File: src/rtl/score_pkg.sv
// rtl/score_pkg.sv - shared sizing constants and FSM state encoding for the score BCD sequencer
package score_pkg;

    // Binary input width, BCD digit count and the largest value the display can show.
    localparam int BIN_W   = 17;
    localparam int N_DIG   = 5;
    localparam int MAX_VAL = 99999;

    // Conversion sequencer states.
    typedef enum logic [1:0] {
        ST_IDLE  = 2'd0,
        ST_LOAD  = 2'd1,
        ST_SHIFT = 2'd2,
        ST_DONE  = 2'd3
    } state_e;

endpackage

File: src/rtl/score_bcd_sequencer_dabble.sv
// rtl/score_bcd_sequencer_dabble.sv - one combinational double-dabble step (add-3 then shift left)
//
// Ports:
//   digits      - current working BCD digits, most significant digit in the top nibble
//   binary      - remaining binary bits still to be shifted in (MSB first)
//   next_digits - digits after the add-3 correction and a 1-bit left shift
//   next_binary - binary after a 1-bit left shift (a zero enters at the bottom)
module bcd_dabble_step #(
    parameter int N_DIG = score_pkg::N_DIG,
    parameter int BIN_W = score_pkg::BIN_W
) (
    input  logic [4*N_DIG-1:0] digits,
    input  logic [BIN_W-1:0]   binary,
    output logic [4*N_DIG-1:0] next_digits,
    output logic [BIN_W-1:0]   next_binary
);

    logic [4*N_DIG-1:0] adjusted;

    // A digit of 5 or more would exceed 9 after doubling, so pre-correct it by 3
    // so that the carry lands in the next digit after the shift.
    always_comb begin
        adjusted = digits;
        for (int i = 0; i < N_DIG; i++) begin
            if (digits[4*i +: 4] >= 4'd5) begin
                adjusted[4*i +: 4] = digits[4*i +: 4] + 4'd3;
            end
        end
    end

    // Shift the concatenation as one register so the binary MSB enters digit 0.
    assign {next_digits, next_binary} = {adjusted, binary} << 1;

endmodule

File: src/rtl/score_bcd_sequencer.sv
// rtl/score_bcd_sequencer.sv - arbitrates score/best requests and converts them to BCD banks
//
// Ports:
//   clk, resetN          - clock (rising edge) and asynchronous active-low reset
//   req_score, score_val - one-cycle request pulse and binary current score
//   req_best, best_val   - one-cycle request pulse and binary high score
//   busy                 - high whenever the sequencer is not idle
//   done, done_src       - one-cycle completion pulse and its source (0 score, 1 best)
//   score_bcd, best_bcd  - BCD result banks, most significant digit in the top nibble
//   ovf_score, ovf_best  - last converted value of that source exceeded MAX_VAL
module score_bcd_sequencer #(
    parameter int BIN_W   = score_pkg::BIN_W,
    parameter int N_DIG   = score_pkg::N_DIG,
    parameter int MAX_VAL = score_pkg::MAX_VAL
) (
    input  logic               clk,
    input  logic               resetN,
    input  logic               req_score,
    input  logic [BIN_W-1:0]   score_val,
    input  logic               req_best,
    input  logic [BIN_W-1:0]   best_val,
    output logic               busy,
    output logic               done,
    output logic               done_src,
    output logic [4*N_DIG-1:0] score_bcd,
    output logic [4*N_DIG-1:0] best_bcd,
    output logic               ovf_score,
    output logic               ovf_best
);

    import score_pkg::*;

    // Wide enough to hold BIN_W itself, so the count never wraps mid-conversion.
    localparam int CNT_W = $clog2(BIN_W + 1);

    state_e             state;
    logic               pend_score;
    logic               pend_best;
    logic               rr_ptr;      // 0 = score has priority on a tie, 1 = best
    logic               src;         // source granted for the conversion in flight
    logic [CNT_W-1:0]   cnt;
    logic [BIN_W-1:0]   bin_q;
    logic [4*N_DIG-1:0] bcd_q;
    logic               ovf_q;

    logic               grant_any;
    logic               grant_best;
    logic               grant_score_fire;
    logic               grant_best_fire;
    logic [BIN_W-1:0]   value_sel;
    logic               ovf_next;
    logic               last_shift;
    logic [4*N_DIG-1:0] step_digits;
    logic [BIN_W-1:0]   step_binary;
    logic [4*N_DIG-1:0] nines;
    logic [4*N_DIG-1:0] result;

    // Arbitration: a lone pending source wins outright; on a tie the pointer decides.
    assign grant_any        = (state == ST_IDLE) && (pend_score || pend_best);
    assign grant_best       = pend_best && (!pend_score || rr_ptr);
    assign grant_score_fire = grant_any && !grant_best;
    assign grant_best_fire  = grant_any && grant_best;

    assign value_sel  = src ? best_val : score_val;
    assign ovf_next   = 32'(value_sel) > 32'(MAX_VAL);
    assign last_shift = (state == ST_SHIFT) && (cnt == CNT_W'(BIN_W - 1));
    assign busy       = (state != ST_IDLE);

    for (genvar g = 0; g < N_DIG; g++) begin : g_nines
        assign nines[4*g +: 4] = 4'd9;
    end

    // An out-of-range value saturates the display rather than showing wrapped digits.
    assign result = ovf_q ? nines : step_digits;

    bcd_dabble_step #(
        .N_DIG (N_DIG),
        .BIN_W (BIN_W)
    ) u_step (
        .digits      (bcd_q),
        .binary      (bin_q),
        .next_digits (step_digits),
        .next_binary (step_binary)
    );

    always_ff @(posedge clk or negedge resetN) begin
        if (!resetN) begin
            state      <= ST_IDLE;
            pend_score <= 1'b0;
            pend_best  <= 1'b0;
            rr_ptr     <= 1'b0;
            src        <= 1'b0;
            cnt        <= '0;
            bin_q      <= '0;
            bcd_q      <= '0;
            ovf_q      <= 1'b0;
            done       <= 1'b0;
            done_src   <= 1'b0;
            score_bcd  <= '0;
            best_bcd   <= '0;
            ovf_score  <= 1'b0;
            ovf_best   <= 1'b0;
        end else begin
            // A request in the grant cycle re-arms the flag, so it is never dropped.
            pend_score <= (pend_score && !grant_score_fire) || req_score;
            pend_best  <= (pend_best && !grant_best_fire) || req_best;
            done       <= 1'b0;

            case (state)
                ST_IDLE: begin
                    if (grant_any) begin
                        state  <= ST_LOAD;
                        src    <= grant_best;
                        rr_ptr <= !grant_best;
                    end
                end
                ST_LOAD: begin
                    bin_q <= value_sel;
                    bcd_q <= '0;
                    ovf_q <= ovf_next;
                    cnt   <= '0;
                    state <= ST_SHIFT;
                end
                ST_SHIFT: begin
                    bcd_q <= step_digits;
                    bin_q <= step_binary;
                    cnt   <= cnt + 1'b1;
                    if (last_shift) begin
                        // The bank is written here so it already holds the result during DONE.
                        state    <= ST_DONE;
                        done     <= 1'b1;
                        done_src <= src;
                        if (src) begin
                            best_bcd <= result;
                            ovf_best <= ovf_q;
                        end else begin
                            score_bcd <= result;
                            ovf_score <= ovf_q;
                        end
                    end
                end
                ST_DONE: begin
                    state <= ST_IDLE;
                end
                default: begin
                    state <= ST_IDLE;
                end
            endcase
        end
    end

endmodule

File: config.mk
export PLATFORM = sky130hd
export DESIGN_NAME = score_bcd_sequencer
export DESIGN_NICKNAME = d
export VERILOG_FILES = /design/src/rtl/score_pkg.sv /design/src/rtl/score_bcd_sequencer_dabble.sv /design/src/rtl/score_bcd_sequencer.sv
export SDC_FILE = /design/constraint.sdc
export NUM_CORES = 1
export LEC_CHECK = 0
export ABC_AREA = 1
export ABC_CLOCK_PERIOD_IN_PS = 2100
export CORE_ASPECT_RATIO = 1.2
export CORE_MARGIN = 2
export CORE_UTILIZATION = 56
export DETAILED_ROUTE_END_ITERATION = 16
export DONT_BUFFER_PORTS = 1
export GPL_ROUTABILITY_DRIVEN = 0
export GPL_TIMING_DRIVEN = 0
export PLACE_DENSITY = 0.68
export SYNTH_ARGS = -nofsm -noshare
export SYNTH_HDL_FRONTEND = slang
export SYNTH_SLANG_ARGS = --single-unit
File: constraint.sdc
create_clock -name clk -period 2.1 [get_ports clk]
set_input_delay 0.315 -clock clk [delete_from_list [all_inputs] [get_ports clk]]
set_output_delay 0.315 -clock clk [all_outputs]
set_load 0.05 [all_outputs]
==> results of run 1 <==
## worst max-delay path by stage
stage | from | to | cells past startpoint
floorplan | state[0]$_DFFE_PN0P_ | best_bcd[2]$_DFFE_PN0P_ | 8
global placement | state[0]$_DFFE_PN0P_ | bcd_q[15]$_DFFE_PN0P_ | 5
detailed placement | state[0]$_DFFE_PN0P_ | bcd_q[18]$_DFFE_PN0P_ | 5
CTS | state[0]$_DFFE_PN0P_ | bcd_q[18]$_DFFE_PN0P_ | 5
global route | state[0]$_DFFE_PN0P_ | bcd_q[18]$_DFFE_PN0P_ | 5
finish | state[0]$_DFFE_PN0P_ | bcd_q[18]$_DFFE_PN0P_ | 5
## layout make-up
class	count	area (sq um)	share of cell area, %
multi-input combinational	330	1750	37.3
buffer	16	111	2.37
clock buffer	10	128	2.72
inverter	53	211	4.51
clock inverter	6	46.3	0.987
sequential	93	2330	49.6
tap	92	115	2.45
## per-stage QoR
step / hold slack, ns / cell area (sq um) / setup WS (ns)
floorplan: 0.0194 / 4400 / 0.586
global placement: 0.0219 / 4520 / 0.255
detailed placement: 0.0219 / 4520 / 0.224
CTS: -0.376 / 4690 / 0.193
global route: -0.380 / 4690 / 0.0323
finish: -0.365 / 4690 / 0.211
## metal layers
metal	vias up	global-route usage, %	wire [microns]
met1	1638	28.7	4000
li1	1629	-	-
met5	-	0	0
met3	16	5.98	562
met4	0	8.18	191
met2	91	44.2	4980
## state kept, by name (all words and copies together) (netlist names), 2 cells and up
signal	count
bcd_q	20
best_bcd	20
bin_q	17
cnt	5
score_bcd	20
state	2
## power by group through the flow
stage,sequential [uW],clock (uW),combinational [uW]
floorplan,3580,0,1180
global placement,3670,0,1420
detailed placement,3690,0,1480
CTS,3650,1110,1490
global route,3710,1180,1730
finish,3640,1090,1480
## cells by family (layout without fill, tap and decap cells)
kind of cell,after synthesis,in the layout,share of synthesized area (%)
adder cells (fa/ha/maj),15,15,4.26
flip-flops,93,93,52.9
buffers and inverters,69,85,7.33
multiplexers,1,1,0.227
XOR/XNOR,6,6,1.19
AND/OR/NAND/NOR,199,199,19.5
AO/OA/AOI/OAI,109,109,14.6
## cell usage in the layout, fill, tap and decap left out, types with 8 or more instances in the layout
master / netlist / layout
inv_1: 48 / 48
nand2_1: 133 / 133
nand3_1: 9 / 9
o22ai_1: 16 / 16
or2_2: 8 / 8
clkbuf_8: 0 / 9
a31oi_1: 12 / 12
ha_1: 15 / 15
a21oi_1: 9 / 9
dfrtp_1: 93 / 93
o21ai_1: 11 / 11
o211ai_1: 12 / 12
o21ai_0: 38 / 38
nor2_1: 40 / 40
## worst max-delay path: cells and delay by family (launching register included)
kind                     cells  cell delay [ns]
AO/OA/AOI/OAI                1             0.17
adder cells (fa/ha/maj)      1             0.32
buffers and inverters        2             0.55
flip-flops                   1             0.36
AND/OR/NAND/NOR              1             0.33
==> results.toml, run 1 <==
[power]
power_frac_seq_pct = 58.6
clock_power_share_pct = 17.6
p_comb_share_pct = 23.8
power_density_mw_per_mm2 = 1320
power_switching_uw = 2930
p_leak_uw = 0.00232
ir_drop_mv = 0.951
switching_share_pct = 47.2
power_uw = 6210
intPower_uw = 3280

[layout]
layout.nets = 556
drive_above_1_share_pct = 8.86
fin_cells = 600
diodes = 0
fin_util_pct = 61.2
fill_cells = 664
area_growth_pct = 6.57

[die]
dieArea_sq_mm = 0.00859
die_w_microns = 84.9
ios = 83
core-area_sq_mm = 0.00766
start_util_pct = 57.4
num_rows = 35
die_h_microns = 101

[setup_path]
setup.worst_path.class = "register to register"
cp-end-kind = "register"
worst_r2r_endpoint = "bcd_q[18]$_DFFE_PN0P_"
cp_slowest_stage_delay_ns = 0.48
crit_chain = "inv_1, ha_1, nand2_1, clkbuf_1, o22ai_1"
reg2regPathDepth = 5
path_max_fanout = 10
cp.arrival_ns = 2.10
r2r_setup_slack_ns = 0.21
rr_startpoint = "state[0]$_DFFE_PN0P_"
cp.required_ns = 2.31
critPathSlowestCell = "clkbuf_1"
crit_path_start_kind = "register"

[timing]
fin_crit_ns = 1.89
fin_setup_tns_ns = 0
hold_violations = 93
final.setup_skew_ns = 0.0116
fin_crit_sh_pct = 89.9
drv_slew = 0
worst_pin_slew_ns = 0.573
whs_ns = -0.365
fmax_mhz = 530
setup_viol = 0
rsz0062_at_grt = "false"
slew_headroom_pct = 61.8

[synth]
ys_ff_latch = 93
synthTopCellsByArea = "dfrtp_1 (53%), nand2_1 (11%), o21ai_0 (4.3%)"
synth_most_common_cell = "nand2_1"
synth_nets = 545
avgSynthCellArea_sq_um = 8.95
synth_commonest_cells = "nand2_1 (133), dfrtp_1 (93), inv_1 (48)"
synthCells = 492
synth_top_area_share_pct = 52.9
synth_edf_count = 0
synthFlopType = "dfrtp_1"
synth.cell_area_sq_mm = 0.00440
yosys_warnings = 0
yosysUniqueCellTypes = 36
ys_seq_area_share_pct = 52.9
ys_async_sr_fraction_pct = 100
synth_area_leader_cell = "dfrtp_1"

[drt]
vias = 3374
post_drt_wl_per_cell_microns = 16.2
remaining_drc_errors = 0
ant_nets = 0
drtPass1Iterations = 4
finalWirelength_microns = 9740
drt_iter0_markers = 266
avgViaCountPerCell = 5.62

[clocking]
numCtsBuffers = 9
clock_sink_count = 93
clock_path_buffers = 2
clk_latency_ns = 0.36
htree_levels = 3
postCtsSetupBuffers = 0
clk_pin_slew_ns = 0.09
cts_tree = "built"
root_buffer = "clkbuf_8"
cts_resized = 0

[placement]
io_buffers = 0
dp_cells = 584
dp_hpwl_microns = 7090

[status]
outcome = "finished, violations left"
violations = "negative hold slack"

[grt]
antenna_found_initial = 0
grt_pass1_wl_microns = 16300
grt_max_degree = 94
grt_overflow_total = 0
grt_use_total_pct = 24.5
grt_pass1_vias = 3428

[min_path]
worstHoldPathType = "primary input to async pin"

[run]
drv_cap = 0
No activity file was read; power rests on OpenSTA's default activity.
==> run 2: changes to the inputs <==
--- a/config.mk
+++ b/config.mk
@@ -14,6 +14,7 @@
 export DONT_BUFFER_PORTS = 1
 export GPL_ROUTABILITY_DRIVEN = 0
 export GPL_TIMING_DRIVEN = 0
+export MAX_ROUTING_LAYER = met4
 export PLACE_DENSITY = 0.68
 export SYNTH_ARGS = -nofsm -noshare
 export SYNTH_HDL_FRONTEND = slang
==> run 2 against run 1 <==
Against the previous run:
- the run still ends with negative hold slack left
- combinational power is essentially flat
- worst hold slack lost 0.00080 ns
- via count shrank 0.24%
- utilization is the same
- die area is the same
- clock power is essentially flat
- non-clock buffer count is the same
- clock skew is essentially flat
- cell count is the same
- critical path type unchanged
- critical endpoint unchanged
- largest power group unchanged
- highest routed layer unchanged
==> results.toml, run 2 (same netlist as run 1, synthesis figures left out) <==
[layout]
area_growth_pct = 6.57
fill_cells = 664
regArea_sq_mm = 0.00233
multi_input_area_sq_mm = 0.00175
fin_area_sq_mm = 0.00469
final_cell_mix = "nand2_1 (133), dfrtp_1 (93), inv_1 (48)"
largest_registers = "bcd_q: 20 flops, best_bcd: 20 flops, score_bcd: 20 flops"
layout_commonest_cell = "nand2_1"
diodes = 0
layout.nets = 556
drive_above_1_share_pct = 8.86

[clocking]
clk_pin_slew_ns = 0.09
postCtsSetupBuffers = 0
htree_levels = 3
root_buffer = "clkbuf_8"
numCtsBuffers = 9
clock_path_buffers = 2
cts_tree = "built"
clk_latency_ns = 0.36
cts_resized = 0
clock_sink_count = 93

[grt]
grt_pass1_vias = 3437
antenna_found_initial = 0
grt_overflow_total = 0
grt_pass1_wl_microns = 16300
grt_max_degree = 94
grt_use_total_pct = 25.2

[drt]
drt_iter0_markers = 237
ant_nets = 0
vias = 3366
finalWirelength_microns = 9770
drtPass1Iterations = 4
post_drt_wl_per_cell_microns = 16.3
remaining_drc_errors = 0
avgViaCountPerCell = 5.61

[die]
die_h_microns = 101
num_rows = 35
start_util_pct = 57.4
ios = 83
dieArea_sq_mm = 0.00859
die_w_microns = 84.9
core-area_sq_mm = 0.00766

[timing]
fin_crit_ns = 1.91
whs_ns = -0.366
slew_headroom_pct = 60.6
hold_violations = 93
fin_ws_ns = 0.191
final.setup_skew_ns = 0.0114
fin_setup_tns_ns = 0
worst_pin_slew_ns = 0.590
setup_viol = 0
fin_crit_sh_pct = 90.9
rsz0062_at_grt = "false"
fmax_mhz = 524
drv_slew = 0

[power]
clock_power_share_pct = 17.6
power_frac_seq_pct = 58.6
power_switching_uw = 2940
intPower_uw = 3280
ir_drop_mv = 0.951
switching_share_pct = 47.2
power_uw = 6220
p_leak_uw = 0.00232
p_comb_share_pct = 23.8
power_density_mw_per_mm2 = 1330

[setup_path]
path_max_fanout = 10
cp.required_ns = 2.31
startpoint = "state[0]$_DFFE_PN0P_"
cp.arrival_ns = 2.12
crit_path_start_kind = "register"
setup.worst_path.class = "register to register"
cp-end-kind = "register"
rr_startpoint = "state[0]$_DFFE_PN0P_"

[placement]
dp_hpwl_microns = 7090
place_area_sq_mm = 0.00452
io_buffers = 0
dp_slack_ns = 0.224

[status]
outcome = "finished, violations left"
violations = "negative hold slack"

[run]
drv_cap = 0

[min_path]
worstHoldPathType = "primary input to async pin"
run 2: cell counts in the layout (fill, tap and decap cells not counted):
Identical to the previous run, type by type.
run 2: final cells by class:
| class | count | area share, % |
|---|---|---|
| Buffer | 16 | 2.37 |
| Clock buffer | 10 | 2.72 |
| Clock inverter | 6 | 0.987 |
| Inverter | 53 | 4.51 |
| Multi-Input combinational cell | 330 | 37.3 |
| Sequential cell | 93 | 49.6 |
| Tap cell | 92 | 2.45 |
run 2: path summary, 6_finish.rpt:
| path | slack (ns) | depth (start not counted) | end |
|---|---|---|---|
| setup / recovery | 0.19 | 5 | bcd_q[18]$_DFFE_PN0P_ |
| hold / removal | -0.37 | 0 | bcd_q[16]$_DFFE_PN0P_ |
| setup reg to reg | 0.19 | 5 | bcd_q[18]$_DFFE_PN0P_ |
| hold reg to reg | 0.49 | 2 | ovf_q$_DFFE_PN0N_ |
| max in group asynchronous | 2.31 | 0 | bcd_q[18]$_DFFE_PN0P_ |
| min in group clk | 0.04 | 1 | pend_score$_DFF_PN0_ |
run 2: critical path, cell delays in order, from the launching register on:
cell and delay (ns):
dfrtp_1 0.36, inv_1 0.07, ha_1 0.32, nand2_1 0.34
clkbuf_1 0.49, o22ai_1 0.18
run 2: metrics by stage:
| stage | utilization (%) | instances |
|---|---|---|
| final | 61.2 | 600 |
| after global routing | 61.2 | 600 |
| after CTS | 61.2 | 600 |
| after detailed placement | 58.9 | 584 |
| after global placement | 58.9 | 584 |
| after floorplan | - | 492 |
run 2: power by group through the flow:
| stage | sequential, uW | combinational (uW) | clock, uW |
|---|---|---|---|
| CTS | 3650 | 1490 | 1110 |
| finish | 3650 | 1480 | 1100 |
| global route | 3710 | 1730 | 1180 |
| floorplan | 3580 | 1180 | 0 |
| global placement | 3670 | 1420 | 0 |
| detailed placement | 3690 | 1480 | 0 |
run 2: per-layer routing:
metal  wire length, microns  track usage [%]  up-vias
met5                      0                -        -
met4                    191             8.18        0
met3                    549             5.98       16
met2                   4990             44.2       86
met1                   4040             28.6     1636
li1                       -                -     1628
==> run 3: changes to the inputs <==
--- a/config.mk
+++ b/config.mk
@@ -15,7 +15,7 @@
 export GPL_ROUTABILITY_DRIVEN = 0
 export GPL_TIMING_DRIVEN = 0
 export MAX_ROUTING_LAYER = met4
-export PLACE_DENSITY = 0.68
+export PLACE_DENSITY = 0.71
 export SYNTH_ARGS = -nofsm -noshare
 export SYNTH_HDL_FRONTEND = slang
 export SYNTH_SLANG_ARGS = --single-unit
==> run 3 against run 2 <==
Against the previous run:
- the run still ends with negative hold slack left
- die area unchanged
- sequential power barely moved
- register-to-register slack improved by 0.03 ns
- fmax is 1.4% higher
- cell area rose by 0.21%
- count of clock-buffer cells in the layout down 1
- sequential share of layout area shrank 0.11 points
- setup slack better by 0.026 ns
- utilization is 0.13 points higher
- clock skew shrank 0.0066 ns
- cell count unchanged
- non-clock buffer count is the same
==> results.toml, run 3 (same netlist as run 1, synthesis figures left out) <==
[drt]
drt_iter0_markers = 221
avgViaCountPerCell = 5.67
remaining_drc_errors = 0
drtPass1Iterations = 4
post_drt_wl_per_cell_microns = 16.3
finalWirelength_microns = 9760
vias = 3402
ant_nets = 0

[setup_path]
crit_path_start_kind = "register"
critPathTopFamily = "buffers and inverters"
r2r_setup_slack_ns = 0.22
cp_slowest_stage_delay_ns = 0.46
cp.required_ns = 2.33
critPathSlowestCell = "clkbuf_1"
cp.arrival_ns = 2.11
cp-end-kind = "register"
path_max_fanout = 10
crit_chain = "inv_1, ha_1, nand2_1, clkbuf_1, o22ai_1"
setup.worst_path.class = "register to register"
path_buf_inv = 2

[timing]
slew_headroom_pct = 62.3
fin_crit_sh_pct = 89.7
whs_ns = -0.373
setup_viol = 0
drv_slew = 0
fin_setup_tns_ns = 0
fmax_mhz = 531
hold_violations = 93
worst_pin_slew_ns = 0.566
final.setup_skew_ns = 0.00476
rsz0062_at_grt = "false"
fin_crit_ns = 1.88

[grt]
grt_pass1_wl_microns = 16000
grt_max_degree = 94
antenna_found_initial = 0
grt_pass1_vias = 3402
grt_use_total_pct = 24.6
grt_overflow_total = 0

[die]
num_rows = 35
ios = 83
die_w_microns = 84.9
dieArea_sq_mm = 0.00859
core-area_sq_mm = 0.00766
die_h_microns = 101
start_util_pct = 57.4

[clocking]
root_buffer = "clkbuf_8"
numCtsBuffers = 9
cts_tree = "built"
htree_levels = 3
clock_path_buffers = 2
clock_sink_count = 93
clk_pin_slew_ns = 0.10
clk_latency_ns = 0.37
cts_resized = 0

[min_path]
worstHoldPathType = "primary input to async pin"

[layout]
layout.nets = 556
largest_registers = "bcd_q: 20 flops, best_bcd: 20 flops, score_bcd: 20 flops"
regArea_sq_mm = 0.00233
final_cell_mix = "nand2_1 (133), dfrtp_1 (93), inv_1 (48)"
diodes = 0
fill_cells = 643
fin_cells = 600
area_growth_pct = 6.79
multi_input_area_sq_mm = 0.00175
layout_commonest_cell = "nand2_1"
drive_above_1_share_pct = 9.06

[power]
ir_drop_mv = 0.862
power_density_mw_per_mm2 = 1340
power_frac_seq_pct = 58.1
clock_power_share_pct = 18.1
intPower_uw = 3290
switching_share_pct = 47.6
power_switching_uw = 2990
p_comb_share_pct = 23.8
p_leak_uw = 0.00232

[placement]
dp_cells = 584
io_buffers = 0
dp_hpwl_microns = 7020

[status]
violations = "negative hold slack"
outcome = "finished, violations left"

[run]
drv_cap = 0
==> run 3: layer usage <==
metal  wire length, microns  global-route usage, %  vias up
met5                      0                      -        -
li1                       -                      -     1637
met3                    562                   5.81       14
met2                   4870                   40.8       98
met4                    185                   8.55        0
met1                   4140                   29.6     1653
==> run 3: metrics by stage <==
step / util [%] / worst slack [ns] / cell area (sq um) / hold slack [ns] / total power (uW)
2_1_floorplan: - / 0.586 / 4400 / 0.0194 / 4760
3_3_place_gp: 58.9 / 0.264 / 4520 / 0.0221 / 5090
3_5_place_dp: 58.9 / 0.228 / 4520 / 0.0218 / 5180
4_1_cts: 61.3 / 0.214 / 4700 / -0.376 / 6300
5_1_grt: 61.3 / 0.102 / 4700 / -0.388 / 6670
6_report: 61.3 / 0.217 / 4700 / -0.373 / 6280
==> run 3: area by class of cell <==
| cell class | count | area share [%] |
|---|---|---|
| inverters | 53 | 4.50 |
| clock buffers | 9 | 2.64 |
| well taps | 92 | 2.45 |
| multi-input cells | 330 | 37.3 |
| plain buffers | 16 | 2.37 |
| flip-flops and latches | 93 | 49.5 |
| clock inverters | 7 | 1.28 |
==> run 3: what timing repair did <==
action                                 in CTS  in global routing
setup buffers                               0                  0
endpoints found under the hold margin      93                 93
setup endpoints to repair                   0                  0
==> run 3: worst paths after layout <==
check / start / endpoint / cells past startpoint
max: state[0]$_DFFE_PN0P_ / bcd_q[14]$_DFFE_PN0P_ / 5
min: resetN / bcd_q[14]$_DFFE_PN0P_ / 0
max reg2reg: state[0]$_DFFE_PN0P_ / bcd_q[14]$_DFFE_PN0P_ / 5
min reg2reg: bin_q[1]$_DFFE_PN0P_ / bin_q[1]$_DFFE_PN0P_ / 2
max in group asynchronous: resetN / bcd_q[1]$_DFFE_PN0P_ / 0
min in group clk: req_score / pend_score$_DFF_PN0_ / 1
==> run 3: power groups by stage <==
stage	clock [uW]	sequential (uW)	combinational [uW]
finish	1140	3650	1490
global route	1230	3710	1730
CTS	1150	3650	1510
detailed placement	0	3680	1500
global placement	0	3670	1430
floorplan	0	3580	1180
